$ cat config.mk
export PLATFORM = sky130hd
export DESIGN_NAME = aes_pipe_perf_monitor_flat
export DESIGN_NICKNAME = d
export VERILOG_FILES = /design/src/rtl/aes_pipe_perf_monitor_if.sv /design/src/rtl/aes_pipe_perf_monitor.sv /design/src/flat_wrapper.sv
export SDC_FILE = /design/constraint.sdc
export NUM_CORES = 1
export LEC_CHECK = 0
export CORE_MARGIN = 5
export CORE_UTILIZATION = 60
export DETAILED_ROUTE_END_ITERATION = 16
export DONT_BUFFER_PORTS = 1
export GPL_TIMING_DRIVEN = 0
export PLACE_DENSITY_LB_ADDON = 0.25
export SYNTH_ARGS = -nofsm -noshare
export SYNTH_HDL_FRONTEND = slang
export SYNTH_SLANG_ARGS = --single-unit
$ cat constraint.sdc
create_clock -name clk -period 14.41 [get_ports clk]
set_input_delay 2.1615 -clock clk [delete_from_list [all_inputs] [get_ports clk]]
set_output_delay 2.1615 -clock clk [all_outputs]
set_load 0.01 [all_outputs]
$ cat src/rtl/aes_pipe_perf_monitor_if.sv
// rtl/aes_pipe_perf_monitor_if.sv - control strobes and result bundle of the AES pipeline performance monitor
interface aes_pipe_perf_monitor_if #(
    parameter int CNT_W = 32,
    parameter int LAT_W = 16,
    parameter int DEPTH = 32
);
    localparam int IFW = $clog2(DEPTH) + 1;

    logic             start;
    logic             stop;
    logic             clear;
    logic             in_fire;
    logic             out_fire;
    logic [1:0]       state;
    logic [CNT_W-1:0] cycles;
    logic [CNT_W-1:0] blocks_in;
    logic [CNT_W-1:0] blocks_out;
    logic [IFW-1:0]   in_flight;
    logic             lat_valid;
    logic [LAT_W-1:0] lat_last;
    logic [LAT_W-1:0] lat_first;
    logic [LAT_W-1:0] lat_min;
    logic [LAT_W-1:0] lat_max;
    logic             err_overflow;
    logic             err_underflow;

    modport master (
        output start, stop, clear, in_fire, out_fire,
        input  state, cycles, blocks_in, blocks_out, in_flight, lat_valid,
               lat_last, lat_first, lat_min, lat_max, err_overflow, err_underflow
    );

    modport slave (
        input  start, stop, clear, in_fire, out_fire,
        output state, cycles, blocks_in, blocks_out, in_flight, lat_valid,
               lat_last, lat_first, lat_min, lat_max, err_overflow, err_underflow
    );
endinterface

$ cat src/rtl/aes_pipe_perf_monitor.sv
// rtl/aes_pipe_perf_monitor.sv - per-block latency and throughput monitor for a pipelined AES core
module aes_pipe_perf_monitor #(
    parameter int CNT_W = 32,
    parameter int LAT_W = 16,
    parameter int DEPTH = 32
) (
    input logic                   clk,
    input logic                   reset,
    aes_pipe_perf_monitor_if.slave bus
);
    localparam int AW  = $clog2(DEPTH);
    localparam int IFW = AW + 1;

    typedef enum logic [1:0] {IDLE = 2'd0, RUN = 2'd1, DRAIN = 2'd2, DONE = 2'd3} state_t;

    state_t           st, st_nxt;
    logic [CNT_W-1:0] mem [DEPTH];
    logic [AW-1:0]    wptr, rptr;
    logic [IFW-1:0]   count;
    logic [CNT_W-1:0] cycles, blocks_in, blocks_out;
    logic [LAT_W-1:0] lat_last, lat_first, lat_min, lat_max, lat;
    logic [CNT_W-1:0] diff;
    logic             lat_valid, err_overflow, err_underflow;
    logic             active, empty, full, pop, push_req, push, init;

    assign active   = (st == RUN) || (st == DRAIN);
    assign empty    = (count == '0);
    assign full     = (count == IFW'(DEPTH));
    assign pop      = active && bus.out_fire && !empty;
    assign push_req = (st == RUN) && bus.in_fire;
    // A full FIFO still accepts a push when the head leaves in the same cycle.
    assign push     = push_req && (!full || pop);
    assign init     = !reset || ((st == DONE) && bus.clear);

    assign diff = cycles - mem[rptr];
    assign lat  = (|diff[CNT_W-1:LAT_W]) ? '1 : diff[LAT_W-1:0];

    always_comb begin
        st_nxt = st;
        case (st)
            IDLE:  if (bus.start) st_nxt = RUN;
            RUN:   if (bus.stop)  st_nxt = DRAIN;
            DRAIN: if (empty)     st_nxt = DONE;
            DONE:  if (bus.clear) st_nxt = IDLE;
            default: st_nxt = IDLE;
        endcase
    end

    always_ff @(posedge clk) begin
        if (init) begin
            st            <= IDLE;
            wptr          <= '0;
            rptr          <= '0;
            count         <= '0;
            cycles        <= '0;
            blocks_in     <= '0;
            blocks_out    <= '0;
            lat_valid     <= 1'b0;
            lat_last      <= '0;
            lat_first     <= '0;
            lat_min       <= '1;
            lat_max       <= '0;
            err_overflow  <= 1'b0;
            err_underflow <= 1'b0;
        end else begin
            st        <= st_nxt;
            lat_valid <= pop;
            if (active && !(&cycles)) cycles <= cycles + CNT_W'(1);
            if (push) begin
                wptr      <= wptr + AW'(1);
                blocks_in <= blocks_in + CNT_W'(1);
            end
            if (pop) begin
                rptr       <= rptr + AW'(1);
                blocks_out <= blocks_out + CNT_W'(1);
                lat_last   <= lat;
                if (lat < lat_min)      lat_min   <= lat;
                if (lat > lat_max)      lat_max   <= lat;
                if (blocks_out == '0)   lat_first <= lat;
            end
            if (push && !pop)      count <= count + IFW'(1);
            else if (pop && !push) count <= count - IFW'(1);
            if (push_req && !push)             err_overflow  <= 1'b1;
            if (active && bus.out_fire && empty) err_underflow <= 1'b1;
        end
    end

    always_ff @(posedge clk) begin
        if (push) mem[wptr] <= cycles;
    end

    assign bus.state         = st;
    assign bus.cycles        = cycles;
    assign bus.blocks_in     = blocks_in;
    assign bus.blocks_out    = blocks_out;
    assign bus.in_flight     = count;
    assign bus.lat_valid     = lat_valid;
    assign bus.lat_last      = lat_last;
    assign bus.lat_first     = lat_first;
    assign bus.lat_min       = lat_min;
    assign bus.lat_max       = lat_max;
    assign bus.err_overflow  = err_overflow;
    assign bus.err_underflow = err_underflow;
endmodule

$ cat src/flat_wrapper.sv
// flat-port wrapper written by rule: the top's interface ports become plain ports
module aes_pipe_perf_monitor_flat 
#(
    parameter int CNT_W = 32,
    parameter int LAT_W = 16,
    parameter int DEPTH = 32
)
  (clk, reset, bus_start, bus_stop, bus_clear, bus_in_fire, bus_out_fire, bus_state, bus_cycles, bus_blocks_in, bus_blocks_out, bus_in_flight, bus_lat_valid, bus_lat_last, bus_lat_first, bus_lat_min, bus_lat_max, bus_err_overflow, bus_err_underflow);
  aes_pipe_perf_monitor_if #(.CNT_W(CNT_W), .LAT_W(LAT_W), .DEPTH(DEPTH)) bus_i ();
  input logic clk;
  input logic reset;
  input wire logic [$bits(bus_i.start)-1:0] bus_start;
  input wire logic [$bits(bus_i.stop)-1:0] bus_stop;
  input wire logic [$bits(bus_i.clear)-1:0] bus_clear;
  input wire logic [$bits(bus_i.in_fire)-1:0] bus_in_fire;
  input wire logic [$bits(bus_i.out_fire)-1:0] bus_out_fire;
  output wire logic [$bits(bus_i.state)-1:0] bus_state;
  output wire logic [$bits(bus_i.cycles)-1:0] bus_cycles;
  output wire logic [$bits(bus_i.blocks_in)-1:0] bus_blocks_in;
  output wire logic [$bits(bus_i.blocks_out)-1:0] bus_blocks_out;
  output wire logic [$bits(bus_i.in_flight)-1:0] bus_in_flight;
  output wire logic [$bits(bus_i.lat_valid)-1:0] bus_lat_valid;
  output wire logic [$bits(bus_i.lat_last)-1:0] bus_lat_last;
  output wire logic [$bits(bus_i.lat_first)-1:0] bus_lat_first;
  output wire logic [$bits(bus_i.lat_min)-1:0] bus_lat_min;
  output wire logic [$bits(bus_i.lat_max)-1:0] bus_lat_max;
  output wire logic [$bits(bus_i.err_overflow)-1:0] bus_err_overflow;
  output wire logic [$bits(bus_i.err_underflow)-1:0] bus_err_underflow;
  assign bus_i.start = bus_start;
  assign bus_i.stop = bus_stop;
  assign bus_i.clear = bus_clear;
  assign bus_i.in_fire = bus_in_fire;
  assign bus_i.out_fire = bus_out_fire;
  assign bus_state = bus_i.state;
  assign bus_cycles = bus_i.cycles;
  assign bus_blocks_in = bus_i.blocks_in;
  assign bus_blocks_out = bus_i.blocks_out;
  assign bus_in_flight = bus_i.in_flight;
  assign bus_lat_valid = bus_i.lat_valid;
  assign bus_lat_last = bus_i.lat_last;
  assign bus_lat_first = bus_i.lat_first;
  assign bus_lat_min = bus_i.lat_min;
  assign bus_lat_max = bus_i.lat_max;
  assign bus_err_overflow = bus_i.err_overflow;
  assign bus_err_underflow = bus_i.err_underflow;
  aes_pipe_perf_monitor #(.CNT_W(CNT_W), .LAT_W(LAT_W), .DEPTH(DEPTH)) u_core (.clk(clk), .reset(reset), .bus(bus_i));
endmodule
Word level (Yosys, flattened, before mapping)
Memory sizes are Yosys's and may differ from the RTL's. A register that Yosys moved wholly into a read port is not among the register bits.
Cells that the tools add are included.
{"block": "classes", "add_sub_neg": 8, "order_cmp": 2, "n_eq_ne": 8, "mux": 12, "reduce_logical": 29}
{"operator": "adder 32 x 1 -> 32 bit (second input constant)", "count": 3}
{"operator": "zero test 32 bit", "count": 1}
{"operator": "AND reduction 32 bit", "count": 1}
{"operator": "subtractor 32 bit", "count": 1}
{"operator": "greater-than comparator 16 bit", "count": 1}
{"operator": "less-than comparator 16 bit", "count": 1}
{"operator": "2-to-1 mux 16 bit", "count": 1}
{"operator": "OR reduction 16 bit", "count": 1}
{"operator": "2-to-1 mux 6 bit", "count": 2}
{"operator": "adder 5 x 1 -> 5 bit (second input constant)", "count": 2}
{"operator": "logical AND 1 bit", "count": 10}
{"operator": "2-to-1 mux 5 bit", "count": 2}
{"operator": "2-to-1 mux 2 bit", "count": 4}
{"operator": "one-hot mux 2 bit (4 select lines)", "count": 1}
{"operator": "adder 6 x 1 -> 6 bit (second input constant)", "count": 1}
{"operator": "== test 6 bit (second input constant)", "count": 1}
{"operator": "zero test 1 bit", "count": 6}
{"operator": "zero test 6 bit", "count": 1}
{"operator": "!= test 2 bit (second input constant)", "count": 3}
{"operator": "AND reduction 2 bit", "count": 3}
{"operator": "subtractor 6 x 1 -> 6 bit (second input constant)", "count": 1}
{"operator": "== test 2 bit (second input constant)", "count": 2}
{"operator": "AND reduction 4 bit", "count": 1}
{"operator": "logical OR 1 bit", "count": 3}
{"operator": "5 further kinds", "count": 6}
{"block": "word_totals", "regBits": 181, "ram_bits": 1024, "out_inout_bits": 171, "elab_cells": 74, "mem_count": 1}
{"memory": "u_core.mem", "words": 32, "width": 32, "rd": 1, "rd_clocked_by_memory_dff": 1, "wr": 1, "line_no": "aes_pipe_perf_monitor.sv:17", "text": "logic [CNT_W-1:0] mem [DEPTH];"}

Depth between registers and ports, before layout
Gate-level depths: netlist (run 1).
{"block": "logic_depth", "depth_word": 10, "ltp_mapped": 32, "depth_no_buf": 27}

Worst setup path after synthesis (run 1)
No wires, ideal clock.
{"block": "synth_path", "kind": "reg2reg", "from": "register (tool-made name)", "to": "register u_core.lat_max[10], in the netlist u_core.bus.lat_max[10]", "setup_ns": 0.128, "arrival_ns": 8.027, "setup_slack_ns": 6.255, "path_stages_with_launch": 33, "path_buffers": 7, "synth_period_minus_slack_ns": 8.155, "cell_sequence": "dfxtp_1 > clkbuf_1 > buf_2 > buf_1 > buf_1 > mux4_2 > mux4_2 > mux2i_1 > ha_1 > buf_2 > nand2_1 > o32ai_1 > a21o_1 > a31oi_2 > o31ai_1 > xor2_1 > or4b_4 > nor4b_4 > buf_2 > nand3_1 > ha_1 > a21o_1 > a21o_1 > a21o_1 > a21o_1 > a21oi_1 > nor2b_1 > o21ai_0 > o211ai_1 > o311ai_1 > clkbuf_1 > mux2i_1 > nor2_1"}
{"item": "to (signal assigned)", "line_no": "aes_pipe_perf_monitor.sv:78", "text": "if (lat > lat_max) lat_max <= lat;"}
{"item": "to (decl)", "line_no": "aes_pipe_perf_monitor.sv:21", "text": "logic [LAT_W-1:0] lat_last, lat_first, lat_min, lat_max, lat;"}

==> results of run 1 <==
[routing by layer]
metal | up-vias | wire (um) | share of wire | GRT usage
met3 | 315 | 14520 | 0.11 | 0.08698
met1 | 14330 | 47850 | 0.36 | 0.3948
met4 | 2 | 5781 | 0.043 | 0.1118
li1 | 11400 | - | - | -
met2 | 1748 | 66220 | 0.49 | 0.5096
met5 | - | 13 | 0.000097 | 0
[final cells by class]
class,instances,area (sq um)
repair buffers,36,743.2
well taps,1070,1339
multi-input cells,1379,14300
flip-flops and latches,1210,34500
plain buffers,127,498.0
fillers,5138,26240
clock buffers,154,3186
diodes,1,2.502
clock inverters,67,683.2
inverters,58,217.7
[per-stage QoR]
| stage | instance area, sq um | total power, mW | cells | hold slack [ps] | worst slack (ps) |
|---|---|---|---|---|---|
| after detailed placement | 51530 | 5.469 | 3878 | 525.1 | 3549 |
| after global routing | 55470 | 8.814 | 4101 | 568.8 | 2898 |
| after CTS | 55400 | 8.526 | 4099 | 534.1 | 3473 |
| after floorplan | 49250 | 5.027 | 2774 | 467.8 | 6255 |
| final | 55480 | 8.516 | 4102 | 542.7 | 3525 |
| after global placement | 50580 | 5.424 | 3844 | 500.3 | 3607 |
[sequential cells by signal, summed over array words and instances, names as in the netlist, named ones only]
name                      flops
u_core.mem                 1024
u_core.wptr                   5
u_core.rptr                   5
u_core.bus.blocks_in         32
u_core.bus.lat_min           16
u_core.bus.cycles            32
u_core.bus.state              2
u_core.bus.blocks_out        32
u_core.bus.lat_first         16
u_core.bus.err_overflow       1
u_core.bus.lat_last          16
u_core.bus.err_underflow      1
u_core.bus.in_flight          6
u_core.bus.lat_max           16
u_core.bus.lat_valid          1
[worst paths after layout]
kind,cells after the start,slack [ps],endpoint
hold reg to reg,2,540,u_core.rptr[1]
setup / recovery,31,3520,u_core.bus.lat_max[9]
hold / removal,2,540,u_core.rptr[1]
setup reg to reg,31,3520,u_core.bus.lat_max[9]
[Yosys cell counts, drive strengths merged (3+ instances only)]
cell,number
clkbuf,95
a211o,5
and3,26
mux2i,51
o2111a,3
a21boi,4
a31oi,9
inv,58
a21o,21
ha,81
edfxtp,1024
or4,3
nor2,224
o22ai,3
and4,3
nand2b,5
and2,24
nor4,11
a21oi,76
or2,3
xnor2,40
mux4,318
o21ai,40
buf,32
or3,26
dfxtp,186
xor2,70
nor2b,8
nand2,95
o21bai,3
nand3b,3
a211oi,40
nor3,21
nor4b,3
nand3,57
o31ai,7
o21a,11
o211ai,18
nand4,46
[worst max-delay path: cells and delay by family (launching register included)]
family	cells	cell delay (ps)
AND/OR/NAND/NOR	5	1140
buffers and inverters	6	3630
flip-flops	1	300
adder cells (fa/ha/maj)	2	760
multiplexers	5	1960
AO/OA/AOI/OAI	13	2890
[power by group]
| group | switching (mW) | internal [mW] | total [mW] |
|---|---|---|---|
| registers | 0.129 | 3.85 | 3.98 |
| clock network | 1.33 | 1.76 | 3.09 |
| logic | 0.810 | 0.635 | 1.45 |
| total | 2.27 | 6.24 | 8.52 |
[cells by family after synthesis]
kind of cell    synth area share
fa+ha+maj                0.02139
simple gates             0.05501
xor+xnor                 0.01956
mux                       0.1563
flops                     0.7000
compound gates           0.03333
buf+inv                  0.01443
==> out/metrics.cfg, run 1 <==
[clock_tree]
cts_hold_buf=0
tritoncts=built
insertion_delay_ps=690
root_buffer=clkbuf_16
numCtsBuffers=118
cts.sinks=1210
postCtsSetupBuffers=0
path_clk_slew_ps=60
cts_buffer_depth=3
cts-resized-gates=0
h-tree-depth=3

[floorplan]
io_pins=178
rows=105
start_util=0.6026
die_y_um=296.5
core_area_sq_mm=0.08172
die_w_um=296.5
die-area_sq_mm=0.08791

[timing]
fmax_ghz=0.09187
max_slew_margin=-0.03683
fin_crit_sh=0.7554
max_slew.worst_pin.slew_ps=1555
clock_skew_ps=27.00
fin_setup_tns_ps=0
period_needed_ps=10890
drv_slew=11
rsz0062_at_grt=false
hold_viol=0
setup_viol=0

[worst_setup_path]
path_max_fanout=10
slowest_delay_ps=1050
crit_top_cell=a21o_1
crit_arrival_ps=11430
endpoint_kind=register
crit_required_ps=14960
critPathLaunchType=register
cpMaxStageDelayCell=buf_1
critical_path_class=reg2reg

[yosys]
synth_top_area_share=0.6244
synthTopCellsByArea=edfxtp_1 (62%), mux4_2 (15%), dfxtp_1 (7.6%)
avgSynthCellArea_sq_um=17.75
synth-edff-count=1024
synthFlopType=edfxtp_1
synthArstFlopShare=0
synth_top_cell_by_area=edfxtp_1
synthCells=2774
ys_seq_elements=1210
ys_seq_area_frac=0.7000
syn_nets=2864
yosys.cell_types.count=64
netlist_area_sq_mm=0.04925
yosys_warnings=0

[grt]
overflow=0
grt_max_degree=40
grt_pass1_vias=27910
grtUsageTotal=0.3070
grt_pass1_wl_um=193800
antenna_found_initial=3

[final_layout]
layout_commonest_cell=edfxtp_1
layout-drive-gt1-share=0.2016
area_growth_pct=12.65
num-nets-final=3020
fin_util=0.6789
layout_common_cells=edfxtp_1 (1024), mux4_2 (318), nor2_1 (192)

[place]
dp_hpwl_um=86820
portBuffers=0
gp_congestion=0.9300

[drt]
wl_per_cell_um=32.76
drt-initial-drc-count=3295
routed_wl_um=134400
ant_nets=0
drc=0
first_pass_iters=6
vias=27800
via_per_inst=6.777

[run_status]
failed_checks=capacitance limit, slew limit
outcome=finished, violations left

[flow_run]
drv_cap=1

[power]
powerDensity_mw_per_mm2=153.5
ir_drop_mv=0.1250
p_leak_nw=17.74

[hold_path]
min-delay-start=u_core.rptr[1]
hold_path.class=reg2reg

Note: power is estimated with default switching activity, not from simulation.
==> run 2: changes to the inputs <==
- clock period: 14.41 -> 10.1 ns (I/O delays scaled with it)
==> run 2 against run 1 <==
Against the previous run: the run now ends clean; design area grew 0.19%; clock power grew 42%; global-route usage is essentially flat; count of clock-buffer cells in the layout is the same; sequential power grew 43%; die area is the same; largest power group unchanged; utilization grew 0.13 points; critical endpoint unchanged.
==> out/metrics.cfg, run 2 (synthesis gave the netlist of run 1 again) <==
[timing]
hold_viol=0  ; unchanged
timing.final.ws_setup_ps=365.0  ; -3160 ps
fmax_ghz=0.1027  ; +12%
drv_slew=0  ; -11
period_needed_ps=9735  ; -1150 ps
max_slew_margin=0.06791  ; +0.1047
clock_skew_ps=21.81  ; -5.190 ps
fin_setup_tns_ps=0  ; unchanged
fin_crit_sh=0.9639  ; +0.2085
rsz0062_at_grt=false
setup_viol=0  ; unchanged
max_slew.worst_pin.slew_ps=1396  ; -159.0 ps

[power]
ir_drop_mv=0.1767  ; +41%
powerDensity_mw_per_mm2=218.7  ; +42%
p_leak_nw=17.84  ; +0.56%

[place]
dpl-instance-area_sq_mm=0.05153  ; unchanged
gp_congestion=0.9300  ; unchanged
portBuffers=0  ; unchanged
dp.cells=3878  ; unchanged
dp_slack_ps=-761.2  ; -4310 ps
dp_hpwl_um=86820  ; unchanged

[final_layout]
layout_common_cells=edfxtp_1 (1024), mux4_2 (318), nor2_1 (192)
largest_reg_flops=1024  ; unchanged
num-nets-final=3020  ; unchanged
fin_cells=4103  ; +0.024%
layout_commonest_cell=edfxtp_1
layout-drive-gt1-share=0.2118  ; +0.01023
final_cell_area_sq_mm=0.05558  ; +0.19%
fin_util=0.6802  ; +0.001317
registers.top_by_ff_count=u_core.mem
area_growth_pct=12.87

[grt]
grtUsageTotal=0.3069  ; about the same
overflow=0  ; unchanged
grt_max_degree=40  ; unchanged
grt_pass1_vias=27940  ; +0.097%
grt_pass1_wl_um=193700  ; about the same
antenna_found_initial=3  ; unchanged

[worst_setup_path]
ff2ff_setup_slack_ps=370  ; -3160 ps
crit_required_ps=10650  ; -4310 ps
cpMaxStageDelayCell=clkbuf_1
path_max_fanout=10  ; unchanged
critical_path_class=reg2reg
slowest_delay_ps=830  ; -220 ps
critPathLaunchType=register
crit_arrival_ps=10280  ; -1150 ps
crit_top_cell=a21o_1
endpoint_kind=register

[hold_path]
hold_path.class=reg2reg
min-delay-start=u_core.rptr[4]

[clock_tree]
h-tree-depth=3  ; unchanged
insertion_delay_ps=680  ; about the same
cts_hold_buf=0  ; unchanged
postCtsSetupBuffers=0  ; unchanged
root_buffer=clkbuf_16
cts_buffer_depth=3  ; unchanged
cts.sinks=1210  ; unchanged
numCtsBuffers=118  ; unchanged
cts-resized-gates=39  ; +39
tritoncts=built
path_clk_slew_ps=60  ; about the same

[drt]
drt-initial-drc-count=3339  ; +1.3%
ant_nets=0  ; unchanged
vias=27870  ; +0.26%
first_pass_iters=5  ; -1
wl_per_cell_um=32.73  ; about the same
routed_wl_um=134300  ; about the same
drc=0  ; unchanged
via_per_inst=6.793  ; +0.23%

[floorplan]
io_pins=178  ; unchanged
core_area_sq_mm=0.08172  ; unchanged
die_w_um=296.5  ; unchanged
rows=105  ; unchanged
die_y_um=296.5  ; unchanged
die-area_sq_mm=0.08791  ; unchanged
start_util=0.6026  ; unchanged

[run_status]
outcome=completed

[flow_run]
drv_cap=0  ; -1

run 2: worst paths after layout:
| path | depth (start not counted) | to |
|---|---|---|
| setup / recovery | 31 | u_core.bus.lat_max[9] |
| hold / removal | 2 | register |
| setup reg to reg | 31 | u_core.bus.lat_max[9] |
| hold reg to reg | 2 | register |
run 2: stage by stage:
step                power [mW]  hold WS, ps
floorplan                7.172        467.8
global placement         7.739        500.3
detailed placement       7.803        525.1
CTS                      12.18        534.1
global route             12.59        568.7
finish                   12.16        544.3
run 2: area by class of cell:
class,count,area (sq um)
flip-flops and latches,1210,34500
fillers,5134,26130
multi-input cells,1379,14310
clock buffers,154,3186
well taps,1070,1339
repair buffers,36,743.2
clock inverters,67,683.2
plain buffers,127,591.8
inverters,58,217.7
diodes,2,5.005
run 2: power by group:
group | internal (mW) | total (mW) | switching, mW
logic | 0.924 | 2.08 | 1.15
clock network | 2.51 | 4.40 | 1.89
registers | 5.49 | 5.68 | 0.184
total | 8.93 | 12.2 | 3.23
run 2: layer usage:
| metal | vias to the layer above | share of wire | GRT usage |
|---|---|---|---|
| li1 | 11410 | - | - |
| met1 | 14320 | 0.35 | 0.3988 |
| met2 | 1812 | 0.49 | 0.5091 |
| met3 | 330 | 0.11 | 0.08116 |
| met4 | 2 | 0.043 | 0.1122 |
| met5 | - | 0.000037 | 0 |
run 2: critical path, delay by kind of cell (launching register included):
| kind | cells | cell delay [ps] |
|---|---|---|
| simple gates | 8 | 1990 |
| xor+xnor | 1 | 130 |
| fa+ha+maj | 2 | 600 |
| compound gates | 10 | 1770 |
| flops | 1 | 450 |
| mux | 4 | 1580 |
| buf+inv | 6 | 3030 |
